<file path="config.mk">
export PLATFORM = sky130hd
export DESIGN_NAME = shift_reg_univ_flat
export DESIGN_NICKNAME = d
export VERILOG_FILES = /design/src/rtl/shift_reg_univ_if.sv /design/src/rtl/shift_reg_univ.sv /design/src/flat_wrapper.sv
export SDC_FILE = /design/constraint.sdc
export NUM_CORES = 1
export LEC_CHECK = 0
export ABC_AREA = 1
export CORE_ASPECT_RATIO = 1.1
export CORE_UTILIZATION = 46
export DETAILED_ROUTE_END_ITERATION = 8
export PLACE_DENSITY = 0.85
export RECOVER_POWER = 25
export SLEW_MARGIN = 15
export SYNTH_ARGS = -nofsm -noshare
export SYNTH_HDL_FRONTEND = slang
export SYNTH_SLANG_ARGS = --single-unit
</file>
<file path="constraint.sdc">
create_clock -name clk -period 3.7 [get_ports clk]
set_clock_uncertainty 0.2 [all_clocks]
set_input_delay 1.11 -clock clk [delete_from_list [all_inputs] [get_ports clk]]
set_output_delay 1.11 -clock clk [all_outputs]
set_load 0.01 [all_outputs]
</file>
<file path="src/rtl/shift_reg_univ_if.sv">
// Command/status bundle for the universal shift register.
// The master drives the command fields; the slave returns the register state.
interface shift_reg_univ_if #(
    parameter int WIDTH = 8,
    parameter int AMT_W = 4
);
    logic             start;
    logic [2:0]       mode;
    logic [WIDTH-1:0] d;
    logic [AMT_W-1:0] amt;
    logic             sin;
    logic [WIDTH-1:0] q;
    logic             sout_l;
    logic             sout_r;
    logic             busy;
    logic             done;

    modport master (
        output start, mode, d, amt, sin,
        input  q, sout_l, sout_r, busy, done
    );

    modport slave (
        input  start, mode, d, amt, sin,
        output q, sout_l, sout_r, busy, done
    );
endinterface

</file>
<file path="src/rtl/shift_reg_univ.sv">
// Universal working register: load/clear plus multi-step shifts and rotates,
// with a start/busy/done handshake around the shift-by-N commands.
module shift_reg_univ #(
    parameter int WIDTH = 8,
    parameter int AMT_W = 4
) (
    input  logic             clk,
    input  logic             rst,
    shift_reg_univ_if.slave  bus
);

    typedef enum logic [2:0] {
        OP_HOLD = 3'd0,
        OP_LOAD = 3'd1,
        OP_CLR  = 3'd2,
        OP_SHL  = 3'd3,
        OP_SHR  = 3'd4,
        OP_ASR  = 3'd5,
        OP_ROTL = 3'd6,
        OP_ROTR = 3'd7
    } op_t;

    typedef enum logic {
        IDLE  = 1'b0,
        SHIFT = 1'b1
    } state_t;

    // Command captured at acceptance; later changes on the inputs cannot touch it.
    typedef struct packed {
        op_t              op;
        logic [AMT_W-1:0] cnt;
    } cmd_t;

    state_t           state, state_n;
    cmd_t             cmd, cmd_n;
    logic [WIDTH-1:0] q, q_n, q_step;
    logic             busy, busy_n;
    logic             done, done_n;
    op_t              mode_in;

    assign mode_in = op_t'(bus.mode);

    // One single-bit step of the latched operation; sin is taken live each step.
    always_comb begin
        q_step = q;
        case (cmd.op)
            OP_SHL:  q_step = {q[WIDTH-2:0], bus.sin};
            OP_SHR:  q_step = {bus.sin, q[WIDTH-1:1]};
            OP_ASR:  q_step = {q[WIDTH-1], q[WIDTH-1:1]};
            OP_ROTL: q_step = {q[WIDTH-2:0], q[WIDTH-1]};
            OP_ROTR: q_step = {q[0], q[WIDTH-1:1]};
            default: q_step = q;
        endcase
    end

    always_comb begin
        state_n = state;
        cmd_n   = cmd;
        q_n     = q;
        busy_n  = 1'b0;
        done_n  = 1'b0;
        case (state)
            IDLE: begin
                if (bus.start) begin
                    case (mode_in)
                        OP_HOLD: done_n = 1'b1;
                        OP_LOAD: begin
                            q_n    = bus.d;
                            done_n = 1'b1;
                        end
                        OP_CLR: begin
                            q_n    = '0;
                            done_n = 1'b1;
                        end
                        default: begin
                            if (bus.amt == '0) begin
                                done_n = 1'b1;
                            end else begin
                                cmd_n.op  = mode_in;
                                cmd_n.cnt = bus.amt;
                                state_n   = SHIFT;
                                busy_n    = 1'b1;
                            end
                        end
                    endcase
                end
            end
            SHIFT: begin
                q_n       = q_step;
                cmd_n.cnt = cmd.cnt - AMT_W'(1);
                if (cmd.cnt == AMT_W'(1)) begin
                    state_n = IDLE;
                    done_n  = 1'b1;
                end else begin
                    busy_n  = 1'b1;
                end
            end
            default: state_n = IDLE;
        endcase
    end

    always_ff @(posedge clk) begin
        if (rst) begin
            state <= IDLE;
            cmd   <= '{op: OP_HOLD, cnt: '0};
            q     <= '0;
            busy  <= 1'b0;
            done  <= 1'b0;
        end else begin
            state <= state_n;
            cmd   <= cmd_n;
            q     <= q_n;
            busy  <= busy_n;
            done  <= done_n;
        end
    end

    assign bus.q      = q;
    assign bus.sout_l = q[WIDTH-1];
    assign bus.sout_r = q[0];
    assign bus.busy   = busy;
    assign bus.done   = done;

endmodule

</file>
<file path="src/flat_wrapper.sv">
// flat-port wrapper written by rule: the top's interface ports become plain ports
module shift_reg_univ_flat 
#(
    parameter int WIDTH = 8,
    parameter int AMT_W = 4
)
  (clk, rst, bus_start, bus_mode, bus_d, bus_amt, bus_sin, bus_q, bus_sout_l, bus_sout_r, bus_busy, bus_done);
  shift_reg_univ_if #(.WIDTH(WIDTH), .AMT_W(AMT_W)) bus_i ();
  input  logic clk;
  input  logic rst;
  input wire logic [$bits(bus_i.start)-1:0] bus_start;
  input wire logic [$bits(bus_i.mode)-1:0] bus_mode;
  input wire logic [$bits(bus_i.d)-1:0] bus_d;
  input wire logic [$bits(bus_i.amt)-1:0] bus_amt;
  input wire logic [$bits(bus_i.sin)-1:0] bus_sin;
  output wire logic [$bits(bus_i.q)-1:0] bus_q;
  output wire logic [$bits(bus_i.sout_l)-1:0] bus_sout_l;
  output wire logic [$bits(bus_i.sout_r)-1:0] bus_sout_r;
  output wire logic [$bits(bus_i.busy)-1:0] bus_busy;
  output wire logic [$bits(bus_i.done)-1:0] bus_done;
  assign bus_i.start = bus_start;
  assign bus_i.mode = bus_mode;
  assign bus_i.d = bus_d;
  assign bus_i.amt = bus_amt;
  assign bus_i.sin = bus_sin;
  assign bus_q = bus_i.q;
  assign bus_sout_l = bus_i.sout_l;
  assign bus_sout_r = bus_i.sout_r;
  assign bus_busy = bus_i.busy;
  assign bus_done = bus_i.done;
  shift_reg_univ #(.WIDTH(WIDTH), .AMT_W(AMT_W)) u_core (.clk(clk), .rst(rst), .bus(bus_i));
endmodule
</file>
---- Word-level counts from Yosys, hierarchy flattened ----
Index checks and enable logic that the tools add are counted.
operators by class
  $add $sub $neg .......................... 1
  $mul .................................... 0
  divide/modulo/power cells ............... 0
  magnitude comparators ................... 0
  eq/ne operators ......................... 15
  shifts and indexed selects .............. 0
  multiplexer cells ....................... 18
  bitwise logic cells ..................... 3
  reduce and logical (&&, ||, !) cells .... 7
operators with widths
  operator               number
  $pmux W8 S5            1
  $pmux W8 S2            2
  $eq A3 B3 Y1 const B   4
  $mux W4                3
  $mux W1                8
  $mux W8                1
  $ne A2 B2 Y1 const B   4
  $pmux W4 S2            1
  $reduce_and A4 Y1      2
  $eq A3 B2 Y1 const B   2
  $ne A6 B6 Y1 const B   1
  $reduce_and A3 Y1      2
  $ne A5 B5 Y1 const B   1
  $eq A4 B1 Y1 const B   1
  $logic_not A4 Y1       1
  $pmux W1 S2            2
  $sub A4 B1 Y4 const B  1
  $eq A3 B1 Y1 const B   1
  $logic_not A3 Y1       1
  $ne A3 B3 Y1 const B   1
  $not A1 Y1             3
  $reduce_or A3 Y1       1
word-level totals
  register bits ........................... 17
  bits in latches ......................... 0
  RAM bits ................................ 0
  bits in read-only memories .............. 0
  bits of input ports ..................... 19
  output and inout bits ................... 12
  word-level logic and storage cells ...... 50
  memories kept ........................... 0

---- Logic depth before layout (Yosys ltp) ----
Gate-level depths: netlist of the first run.
  depth after elaboration ................. 5
  gate-level depth with buffers ........... 9
  gate-level depth less buffers ........... 8

---- Worst setup path before layout of the first run ----
No wires, ideal clock.
  kind .................................... input -> register
  start point ............................. input bus_mode[0]
  end point ............................... register u_core.q[1] (netlist: u_core.bus.q[1])
  arrival time ............................ 1764 ps
  data required time ...................... 3386 ps
  path slack .............................. 1622 ps
  cell stages on the path ................. 7
  cell sequence ........................... a21oi_1 nand2_1 nand2_2 nand2_4 buf_6 a21oi_1 nor2_1
on the way
  cells in the longest elaborated chain, start to end .. 4
  elaborated cells on any way between the ends .. 7
  those cells by class .................... eq/ne (3); mux (3); reduce/logical (1)
RTL lines
  what                                                 RTL line               text
  from (decl)                                          flat_wrapper.sv:12     input wire logic [$bits(bus_i.mode)-1:0] bus_mode;
  $eq A3 B2 Y1 / $eq A3 B1 Y1 (equally long branches)  shift_reg_univ.sv:65   case (mode_in)
  $pmux W8 S2                                          shift_reg_univ.sv:65
  $mux W8                                              shift_reg_univ.sv:64   if (bus.start) begin
  $pmux W8 S2                                          shift_reg_univ.sv:62   case (state)
  to (signal assigned)                                 shift_reg_univ.sv:112  q <= q_n;
  to (decl)                                            shift_reg_univ.sv:36   logic [WIDTH-1:0] q, q_n, q_step;
Parallel ways exist; a longest one is shown, timed or not. The select of a mux whose other input is x is not followed.
A chain may end at the register's enable or synchronous reset.

---- Worst setup path in the final report of the first run ----
  start point ............................. input bus_mode[1]
  end point ............................... register u_core.cmd[5] (netlist name)
on the way
  cells in the longest elaborated chain, start to end .. 4
  elaborated cells on any way between the ends .. 6
  those cells by class .................... eq/ne (2); bitwise (1); reduce/logical (3)
RTL lines
  what                                  RTL line               text
  $eq A3 B1 Y1 (tied with other cells)  shift_reg_univ.sv:65
  $reduce_or A3 Y1 (no line)            -
  $not A1 Y1 (no line)                  -
  $reduce_and A4 Y1 (no line)           -
  to (signal assigned)                  shift_reg_univ.sv:105  cmd <= '{op: OP_HOLD, cnt: '0};
  to (signal assigned)                  shift_reg_univ.sv:111  cmd <= cmd_n;
  to (decl)                             shift_reg_univ.sv:35   cmd_t cmd, cmd_n;
Parallel ways exist; a longest one is shown, timed or not.

==> qor.log, run 1 <==
qor: clocking.cts_made_buffers 3
qor: layout.fin_nets 231
qor: drt.number_of_remaining_drc_errors 0
qor: die.fp.dieArea 0.00266 mm²
qor: drt.totalWireLength 2810 µm
qor: clocking.cts_htree_levels 1
qor: clocking.cts.sink_count 17
qor: pwr.power.share.switching 0.344
qor: worst_hold_path.holdCritPathClass reg2reg
qor: clocking.post-cts-setup-buffer-count 0
qor: pwr.power.internal 0.323 mW
qor: layout.fin_cells 239
qor: sta.finalSetupViolCount 0
qor: die.floorplan.die.width 49.2 µm
qor: placement.dp_hpwl 2140 µm
qor: pwr.vdd.ir_drop.worst 0.274 mV
qor: worst_setup_path.crit_path_largest_cell_delay 610 ps
qor: global_route.grt_antenna_before_repair 0
qor: worst_setup_path.crit_path_cell_trace dlygate4sd3_1 > nand2_1 > nand2_1 > nand2_1 > nor2_1 > nor2_1 > a21oi_1 > nor2_1
qor: worst_setup_path.data_required_time_of_the_critical_path 3680 ps
qor: pwr.power.density 343 mW/mm²
qor: global_route.first_global_vias 1,102
qor: sta.max_clock_freq 0.376 GHz
qor: placement.place.detailed.instances 235
qor: yosys.syn-mean-instance-area 6.20 µm²
qor: clocking.cts_tree done
qor: sta.setup_slack 1040 ps
qor: sta.setup_total_negative_slack 0 ps
qor: sta.timing_worst_slew_pin_value 537 ps
qor: worst_setup_path.timing_worst_setup_path_type in2reg
qor: clocking.cts_root_buffer clkbuf_4
qor: clocking.clkLatencyLatePin 280 ps
qor: die.io_pins 31
qor: sta.final-hold-violation-count 0
qor: drt.dr_total_vias 1,257
qor: yosys.yosysWarnings 0
qor: worst_setup_path.critPathLaunchType primary input
qor: yosys.post_synth_instance_area 0.00113 mm²
qor: drt.remaining_number_of_nets_flagged_by_the_antenna_check_after_routing 0
qor: pwr.clock_power_share 0.205
qor: yosys.netlist_instances 182
qor: outcome.outcome complete, no violations
qor: placement.place_congestion 0.862
qor: sta.slew_headroom 0.641
qor: pwr.share_seq_of_total_power 0.452
qor: yosys.ys_types 26
qor: layout.syn2layout_area_growth 27.2%
qor: worst_setup_path.worst_setup_end_kind flop
qor: drt.vias_per_cell 5.26
qor: layout.n_antenna_cell 0
qor: clocking.cts_hold_repair.buffers 0
qor: yosys.synth_seq_area_share 0.302
qor: clocking.clk_path_buf_depth 2
qor: drt.first_pass_iters 4
qor: layout.drive_above_1_share 0.0478
qor: die.die_height 54.0 µm
qor: worst_setup_path.cp.arrival 2640 ps
qor: pwr.relative_contribution_of_combinational_cells_to_total_power 0.344
qor: placement.io_buffers 30
qor: pwr.p_leak 0.648 nW
qor: global_route.grt.overflow.total 0
qor: placement.placement.setup.worst_slack 991 ps
qor: placement.postPlaceCellArea 0.00142 mm²
qor: drt.initialDrtViolationCount 34
qor: drt.routedWlPerCell 11.7 µm
qor: global_route.grt_pass1_wl 4710 µm
qor: sta.drv_slew 0
qor: layout.design_area 0.00144 mm²
qor: die.fp-row-count 18
qor: yosys.synth-seq-cells 17
qor: sta.unrepaired_setup_endpoints_after_global_routing false
qor: pwr.power_switching 0.169 mW
qor: global_route.grt_max_degree 19
qor: die.core 0.00227 mm²
qor: die.start_util 0.496
qor: yosys.syn-num-nets 203
qor: worst_setup_path.slowest_stage dlygate4sd3_1
qor: worst_setup_path.critical_path_peak_fanout 10
qor: global_route.grt_usage 0.234
qor: sta.final_min_period_over_clock_period 0.719
qor: clocking.post_cts_resized 0
qor: sta.period_minus_slack 2660 ps
qor: job.drv_cap 0
qor: clocking.clock_transition_time_at_the_flip_flop_clock_pins_of_the_worst_setup_and_hold_paths 100 ps
==> power by group through the flow <==
stage,logic (mW),clock network [mW],registers (mW)
floorplan,0.107,0,0.225
global placement,0.165,0,0.225
detailed placement,0.169,0,0.226
CTS,0.170,0.104,0.222
global route,0.191,0.113,0.225
finish,0.169,0.101,0.222
==> cells by family (layout without fill, tap and decap cells) <==
group / count (synthesis) / after routing / synth area share
flops: 17 / 17 / 0.302
buf+inv: 31 / 58 / 0.127
fa+ha+maj: 2 / 2 / 0.0222
xor+xnor: 1 / 1 / 0.00776
simple gates: 100 / 100 / 0.385
compound gates: 31 / 31 / 0.156
==> final cells by class <==
class,instances,area (µm²)
fillers,200,840
multi-input cells,134,637
flip-flops and latches,17,340
repair buffers,31,308
inverters,23,86.3
well taps,30,37.5
clock buffers,4,26.3
==> layer usage <==
metal	vias to the layer above	track usage	share of wire
li1	642	-	-
met1	556	0.302	0.42
met2	57	0.395	0.50
met3	2	0.0311	0.068
met4	0	0.0980	0.0089
met5	-	0	0
==> path summary, 6_finish.rpt <==
path	endpoint	cells past startpoint	slack [ps]	from
worst max-delay path	u_core.cmd[5]	8	1040	bus_mode[1]
worst min-delay path	u_core.cmd[1]	2	310	u_core.cmd[1]
worst max register to register	u_core.cmd[5]	7	1820	u_core.state
worst min register to register	u_core.cmd[1]	2	310	u_core.cmd[1]
==> placed cells by master (no fill, tap or decap), types with 2 or more instances in the layout <==
| cell | n |
|---|---|
| nand2_1 | 57 |
| clkdlybuf4s50_1 | 28 |
| inv_1 | 21 |
| nor2_1 | 19 |
| a21oi_1 | 17 |
| dfxtp_1 | 17 |
| nand3_1 | 12 |
| o211ai_1 | 7 |
| nand4_1 | 5 |
| o21ai_0 | 4 |
| clkbuf_4 | 3 |
| nand2_2 | 2 |
| nor3_1 | 2 |
| ha_1 | 2 |
| dlygate4sd3_1 | 2 |
==> Yosys cell counts <==
library cell / instances / area (µm²)
nor2_4: 1 / 11.3
clkbuf_1: 1 / 3.75
nand3_2: 1 / 10.0
o21ai_1: 1 / 5.00
nand2_4: 1 / 11.3
buf_4: 5 / 37.5
nand2_1: 57 / 214
inv_1: 21 / 78.8
nand4_1: 5 / 31.3
xor2_1: 1 / 8.76
nor2_1: 18 / 67.6
a21oi_1: 17 / 85.1
o211ai_1: 7 / 52.6
inv_2: 1 / 3.75
nor3_1: 2 / 10.0
nand3_1: 12 / 60.1
o21ai_0: 4 / 20.0
nor2_2: 1 / 6.26
clkinv_1: 1 / 3.75
buf_2: 1 / 5.00
a21boi_0: 1 / 7.51
nand2_2: 2 / 12.5
dfxtp_1: 17 / 340
a31oi_1: 1 / 6.26
buf_6: 1 / 11.3
ha_1: 2 / 25.0
==> critical path, delay by kind of cell <==
kind / cells / cell delay [ps]
buffers and inverters: 1 / 610
AO/OA/AOI/OAI: 1 / 130
AND/OR/NAND/NOR: 6 / 790
==> flip-flops by register name (all words and copies together) (netlist names) <==
| name | cells |
|---|---|
| u_core.cmd | 7 |
| u_core.state | 1 |
| u_core.bus.done | 1 |
| u_core.bus.q | 8 |
==> stage by stage <==
stage | total power, mW | hold slack, ps | util
floorplan | 0.332 | 253 | -
global placement | 0.391 | 296 | 0.623
detailed placement | 0.395 | 304 | 0.623
CTS | 0.496 | 317 | 0.634
global route | 0.530 | 345 | 0.631
finish | 0.492 | 311 | 0.631
Note: power is estimated with default switching activity, not from simulation.
==> inputs of run 2 (changes only) <==
--- a/config.mk
+++ b/config.mk
@@ -7,9 +7,9 @@
 export LEC_CHECK = 0
 export ABC_AREA = 1
 export CORE_ASPECT_RATIO = 1.1
-export CORE_UTILIZATION = 46
+export CORE_UTILIZATION = 43
 export DETAILED_ROUTE_END_ITERATION = 8
-export PLACE_DENSITY = 0.85
+export PLACE_DENSITY = 0.84
 export RECOVER_POWER = 25
 export SLEW_MARGIN = 15
 export SYNTH_ARGS = -nofsm -noshare
==> constraint.sdc (replaced) <==
create_clock -name clk -period 2.4 [get_ports clk]
set_clock_uncertainty 0.2 [all_clocks]
set_input_delay 0.72 -clock clk [delete_from_list [all_inputs] [get_ports clk]]
set_output_delay 0.72 -clock clk [all_outputs]
set_load 0.01 [all_outputs]
==> run 2 against run 1 <==
Compared with the run above:
- flip-flop and latch count did not move
- worst setup slack got worse by 820 ps
- via count fell by 5.3%
- sequential share of layout area fell by 0.16 points
- combinational power rose by 53%
- highest routed layer unchanged
==> qor.log, run 2 (synthesized netlist as in run 1, its figures left out) <==
qor: worst_setup_path.cp_top_family buffers and inverters
qor: worst_setup_path.crit-reg2reg-capture u_core.cmd[2]
qor: sta.max_clock_freq 0.458 GHz
qor: worst_setup_path.reg2reg_setup_slack 550 ps [-1270 ps]
qor: clocking.clk_path_buf_depth 2 [unchanged]
qor: die.fp-row-count 19 [+1]
qor: die.start_util 0.452 [-0.0440]
qor: sta.final_min_period_over_clock_period 0.909
qor: drt.top_layer met4
qor: clocking.cts_root_buffer clkbuf_4
qor: drt.dr_total_vias 1,191 [-5.3%]
qor: clocking.cts_tree done
qor: sta.unrepaired_setup_endpoints_after_global_routing false
qor: sta.period_minus_slack 2180 ps
qor: drt.number_of_remaining_drc_errors 0 [unchanged]
qor: clocking.cts_htree_levels 1 [unchanged]
qor: clocking.post-cts-setup-buffer-count 0 [unchanged]
qor: worst_hold_path.holdCritPathClass reg2reg
qor: drt.totalWireLength 2520 µm [-10%]
qor: placement.place_congestion 0.826 [-4.2%]
qor: drt.wl_met3 114 µm [-40%]
qor: worst_setup_path.data_required_time_of_the_critical_path 1480 ps [-2200 ps]
qor: outcome.outcome complete, no violations
qor: sta.drv_slew 0 [unchanged]
qor: worst_setup_path.worst_setup_end_kind output port
qor: worst_setup_path.critPathLaunchType flop
qor: sta.setup_total_negative_slack 0 ps [unchanged]
qor: clocking.cts_made_buffers 3 [unchanged]
qor: global_route.grt.overflow.total 0 [unchanged]
qor: sta.finalSetupViolCount 0 [unchanged]
qor: worst_hold_path.timing.hold.worst.start u_core.cmd[1]
qor: layout.commonest_non_fill_non_tap_cell_in_the_layout nand2_1
qor: global_route.grt_usage 0.198 [-0.0362]
qor: drt.dr_wl_met2 1180 µm [-16%]
qor: die.core 0.00250 mm² [+9.7%]
qor: layout.top_register u_core.bus.q
qor: worst_setup_path.crit_path_cell_trace clkdlybuf4s50_1
qor: worst_setup_path.crit_path_largest_cell_delay 560 ps [-50 ps]
qor: sta.timing_worst_slew_pin_value 534 ps [-2.97 ps]
qor: layout.drive_above_1_share 0.0571 [+0.00930]
qor: worst_setup_path.timing_worst_setup_path_type reg2out
qor: die.fp.dieArea 0.00283 mm² [+6.7%]
qor: layout.most-common-layout-cells nand2_1, clkdlybuf4s50_1, inv_1
qor: layout.top_regs u_core.bus.q (8), u_core.cmd (7)
qor: worst_hold_path.hold_path_depth 2 [unchanged]
qor: drt.m1WireLength 1200 µm [+1.7%]
qor: die.die_height 55.7 µm [+3.3%]
qor: pwr.vdd.ir_drop.worst 0.344 mV [+26%]
qor: placement.dp_hpwl 1940 µm [-9.6%]
qor: layout.fin_nets 232 [+0.43%]
qor: worst_setup_path.rr_worst_depth 6 [-1]
qor: placement.io_buffers 30 [unchanged]
qor: sta.final-hold-violation-count 0 [unchanged]
qor: worst_setup_path.critical_path_peak_fanout 5 [-5]
qor: clocking.clock_transition_time_at_the_flip_flop_clock_pins_of_the_worst_setup_and_hold_paths 100 ps [about the same]
qor: worst_setup_path.worstSetupPathDepth 1 [-7]
qor: drt.initialDrtViolationCount 45 [+32%]
qor: die.io_pins 31 [unchanged]
qor: drt.first_pass_iters 4 [unchanged]
qor: layout.syn2layout_area_growth 28.0%
qor: clocking.clkLatencyLatePin 280 ps [about the same]
qor: sta.slew_headroom 0.643 [+0.00199]
qor: global_route.first_global_vias 1,051 [-4.6%]
qor: drt.routedWlPerCell 10.5 µm [-11%]
qor: worst_setup_path.cp.arrival 1260 ps [-1380 ps]
qor: drt.remaining_number_of_nets_flagged_by_the_antenna_check_after_routing 0 [unchanged]
qor: layout.n_antenna_cell 0 [unchanged]
qor: global_route.grt_pass1_wl 4400 µm [-6.7%]
qor: worst_setup_path.worstPathBufferInverterCount 1 [unchanged]
qor: global_route.grt_antenna_before_repair 0 [unchanged]
qor: pwr.power.density 517 mW/mm² [+51%]
qor: clocking.cts.sink_count 17 [unchanged]
qor: clocking.post_cts_resized 0 [unchanged]
qor: worst_hold_path.hold_end u_core.cmd[1]
qor: global_route.grt_max_degree 19 [unchanged]
qor: worst_setup_path.crit-reg2reg-launch u_core.state
qor: job.drv_cap 0 [unchanged]
qor: drt.vias_per_cell 4.94 [-6.0%]
qor: worst_setup_path.slowest_stage clkdlybuf4s50_1
qor: sta.final.hold.worst_slack 284 ps [-26.8 ps]
qor: die.floorplan.die.width 50.8 µm [+3.3%]
qor: layout.largest_register_ffs 8 [unchanged]
qor: pwr.p_leak 0.655 nW [+1.1%]
qor: clocking.cts_hold_repair.buffers 0 [unchanged]
==> run 2: worst max-delay path by stage <==
stage / startpoint / end / slack (ps)
after global routing: bus_mode[1] / u_core.cmd[3] / 110
final: u_core.bus.q[7] / bus_q[7] / 220
after global placement: bus_mode[1] / u_core.cmd[5] / 160
after floorplan: bus_mode[0] / u_core.bus.q[1] / 710
after CTS: u_core.bus.q[0] / bus_sout_r / 210
after detailed placement: bus_mode[1] / u_core.bus.q[7] / 110
==> run 2: final cells by class <==
cell class	count	area [µm²]
Timing Repair Buffer	32	315
Clock inverter	1	5.00
Multi-Input combinational cell	134	637
Tap cell	31	38.8
Inverter	23	86.3
Clock buffer	3	22.5
Fill cell	259	1050
Sequential cell	17	340
==> run 2: report_power, final <==
part | switching [mW] | internal, mW | total, mW
clock | 0.0855 | 0.0617 | 0.147
sequential | 0.0295 | 0.312 | 0.342
combinational | 0.136 | 0.122 | 0.258
total | 0.251 | 0.496 | 0.747
==> run 2: layer usage <==
layer,up-vias,GRT usage
met2,29,0.328
met3,2,0.0246
li1,637,-
met4,0,0.0556
met5,-,0
met1,523,0.267
==> run 2: through the flow <==
stage / area [µm²] / worst slack, ps / util / cells / power (mW)
finish: 1450 / 218 / 0.579 / 241 / 0.747
global placement: 1430 / 156 / 0.571 / 237 / 0.606
floorplan: 1130 / 712 / - / 182 / 0.512
detailed placement: 1430 / 111 / 0.571 / 237 / 0.607
global route: 1450 / 106 / 0.579 / 241 / 0.806
CTS: 1450 / 212 / 0.582 / 241 / 0.756
==> run 2: tightest hold or removal path: cells and delay by family (launching register included) <==
family / cells / cell delay [ps]
flip-flops: 1 / 330
AO/OA/AOI/OAI: 1 / 50
AND/OR/NAND/NOR: 1 / 60
==> inputs of run 3 (changes only) <==
--- a/config.mk
+++ b/config.mk
@@ -7,10 +7,11 @@
 export LEC_CHECK = 0
 export ABC_AREA = 1
 export CORE_ASPECT_RATIO = 1.1
-export CORE_UTILIZATION = 43
+export CORE_UTILIZATION = 25
 export DETAILED_ROUTE_END_ITERATION = 8
-export PLACE_DENSITY = 0.84
+export PLACE_DENSITY = 0.57
 export RECOVER_POWER = 25
+export REMOVE_ABC_BUFFERS = 1
 export SLEW_MARGIN = 15
 export SYNTH_ARGS = -nofsm -noshare
 export SYNTH_HDL_FRONTEND = slang
==> run 3 against run 2 <==
Compared with the run above:
- utilization is 23 points lower
- die area is 69% higher
- non-clock buffer count stayed put
- register-to-register slack better by 130 ps
- largest cell class unchanged
- critical path type unchanged
- via count is 1.8% higher
- worst setup slack better by 39 ps
- critical endpoint unchanged
- wire length is 14% higher
==> qor.log, run 3 (synthesized netlist as in run 1, its figures left out) <==
qor: layout.fin_cells 264 [+9.5%]
qor: placement.place.detailed.instances 260 [+9.7%]
qor: drt.number_of_remaining_drc_errors 0 [unchanged]
qor: worst_setup_path.crit_path_largest_cell_delay 560 ps [about the same]
qor: sta.finalSetupViolCount 0 [unchanged]
qor: drt.initialDrtViolationCount 46 [+2.2%]
qor: layout.top_regs u_core.bus.q (8), u_core.cmd (7)
qor: worst_setup_path.data_required_time_of_the_critical_path 1480 ps [about the same]
qor: layout.syn2layout_area_growth 32.5%
qor: worst_setup_path.reg2reg_setup_slack 680 ps [+130 ps]
qor: sta.setup_total_negative_slack 0 ps [unchanged]
qor: job.drv_cap 0 [unchanged]
qor: drt.routedWlPerCell 10.9 µm [+4.4%]
qor: die.fp.dieArea 0.00479 mm² [+69%]
qor: clocking.clkLatencyLatePin 250 ps [-30 ps]
qor: worst_setup_path.cp_top_family buffers and inverters
qor: clocking.cts_tree done
qor: layout.most-common-layout-cells nand2_1, clkdlybuf4s50_1, inv_1
qor: clocking.cts_made_buffers 3 [unchanged]
qor: worst_hold_path.holdCritPathClass reg2reg
qor: die.die_height 72.5 µm [+30%]
qor: worst_setup_path.timing_worst_setup_path_type reg2out
qor: die.floorplan.die.width 66.1 µm [+30%]
qor: placement.dp_hpwl 2180 µm [+12%]
qor: global_route.grt.overflow.total 0 [unchanged]
qor: drt.totalWireLength 2890 µm [+14%]
qor: sta.timing_worst_slew_pin_value 390 ps [-144 ps]
qor: pwr.vdd.ir_drop.worst 0.270 mV [-22%]
qor: worst_setup_path.slowest_stage clkdlybuf4s50_1
qor: drt.dr_total_vias 1,213 [+1.8%]
qor: pwr.p_leak 0.670 nW [+2.3%]
qor: worst_setup_path.critPathLaunchType flop
qor: layout.top_register u_core.bus.q
qor: placement.io_buffers 30 [unchanged]
qor: clocking.cts_hold_repair.buffers 0 [unchanged]
qor: clocking.cts_htree_levels 1 [unchanged]
qor: placement.place_congestion 0.866 [+4.8%]
qor: global_route.grt_usage 0.136 [-0.0615]
qor: outcome.outcome complete, no violations
qor: worst_setup_path.critical_path_peak_fanout 5 [unchanged]
qor: sta.unrepaired_setup_endpoints_after_global_routing false
qor: pwr.power.density 553 mW/mm² [+7.1%]
qor: layout.area_of_the_multi_input_gates 639 µm² [+0.39%]
qor: worst_setup_path.cp.arrival 1220 ps [-40 ps]
qor: worst_setup_path.rr_worst_depth 6 [unchanged]
qor: global_route.grt_antenna_before_repair 0 [unchanged]
qor: sta.max_clock_freq 0.467 GHz [+1.8%]
qor: layout.n_antenna_cell 0 [unchanged]
qor: clocking.cts.sink_count 17 [unchanged]
qor: global_route.grt_max_degree 19 [unchanged]
qor: drt.first_pass_iters 4 [unchanged]
qor: worst_setup_path.worst_setup_end_kind output port
qor: layout.fin_nets 232 [unchanged]
qor: clocking.post_cts_resized 0 [unchanged]
qor: sta.slew_headroom 0.740 [+0.0971]
qor: layout.drive_above_1_share 0.0619 [+0.00476]
qor: global_route.grt_pass1_wl 5020 µm [+14%]
qor: layout.commonest_non_fill_non_tap_cell_in_the_layout nand2_1
qor: global_route.first_global_vias 1,106 [+5.2%]
qor: drt.vias_per_cell 4.59 [-7.0%]
qor: worst_setup_path.crit_path_cell_trace clkdlybuf4s50_1
qor: worst_setup_path.worstPathBufferInverterCount 1 [unchanged]
qor: die.core 0.00432 mm² [+73%]
qor: sta.final-hold-violation-count 0 [unchanged]
qor: worst_hold_path.hold_path_depth 2 [unchanged]
qor: layout.fill_cells 496 [+92%]
qor: clocking.clk_path_buf_depth 2 [unchanged]
qor: die.io_pins 31 [unchanged]
qor: layout.register_area 340 µm² [unchanged]
qor: sta.drv_slew 0 [unchanged]
qor: sta.final_min_period_over_clock_period 0.893 [-0.0163]
qor: sta.final.hold.worst_slack 301 ps [+17.3 ps]
qor: clocking.clock_transition_time_at_the_flip_flop_clock_pins_of_the_worst_setup_and_hold_paths 80 ps [-20 ps]
qor: worst_setup_path.worstSetupPathDepth 1 [unchanged]
qor: clocking.post-cts-setup-buffer-count 0 [unchanged]
qor: sta.period_minus_slack 2140 ps [-39.1 ps]
qor: die.start_util 0.261 [-0.191]
qor: clocking.cts_root_buffer clkbuf_8
qor: die.fp-row-count 25 [+6]
qor: drt.remaining_number_of_nets_flagged_by_the_antenna_check_after_routing 0 [unchanged]
qor: layout.largest_register_ffs 8 [unchanged]
run 3: final timing paths:
kind / start / to
max: u_core.bus.q[7] / bus_q[7]
min: u_core.cmd[1] / u_core.cmd[1]
max reg2reg: u_core.state / u_core.cmd[2]
min reg2reg: u_core.cmd[1] / u_core.cmd[1]
run 3: metal layers:
layer | GRT usage | vias to the layer above | part of all wire
met5 | 0 | - | 0
met4 | 0.0496 | 0 | 0.0073
met3 | 0.0204 | 2 | 0.042
met2 | 0.222 | 26 | 0.47
met1 | 0.180 | 542 | 0.48
li1 | - | 643 | -
run 3: area by class of cell:
class,instances,area share
clock buffers,3,0.0276
well taps,54,0.0452
multi-input cells,134,0.428
clock inverters,1,0.00335
flip-flops and latches,17,0.228
repair buffers,32,0.211
inverters,23,0.0577
run 3: power by group:
group,internal [mW],leakage (nW),switching (mW)
logic,0.121,0.505,0.139
clock network,0.115,0.0255,0.111
registers,0.312,0.140,0.0294
run 3: stage by stage:
stage / cell area [µm²] / utilization / power (mW) / setup WS (ps)
2_1_floorplan: 1070 / - / 0.494 / 761
3_3_place_gp: 1450 / 0.337 / 0.611 / 19.4
3_5_place_dp: 1450 / 0.337 / 0.612 / 37.5
4_1_cts: 1500 / 0.348 / 0.836 / 249
5_1_grt: 1500 / 0.346 / 0.887 / 97.0
6_report: 1500 / 0.346 / 0.827 / 257
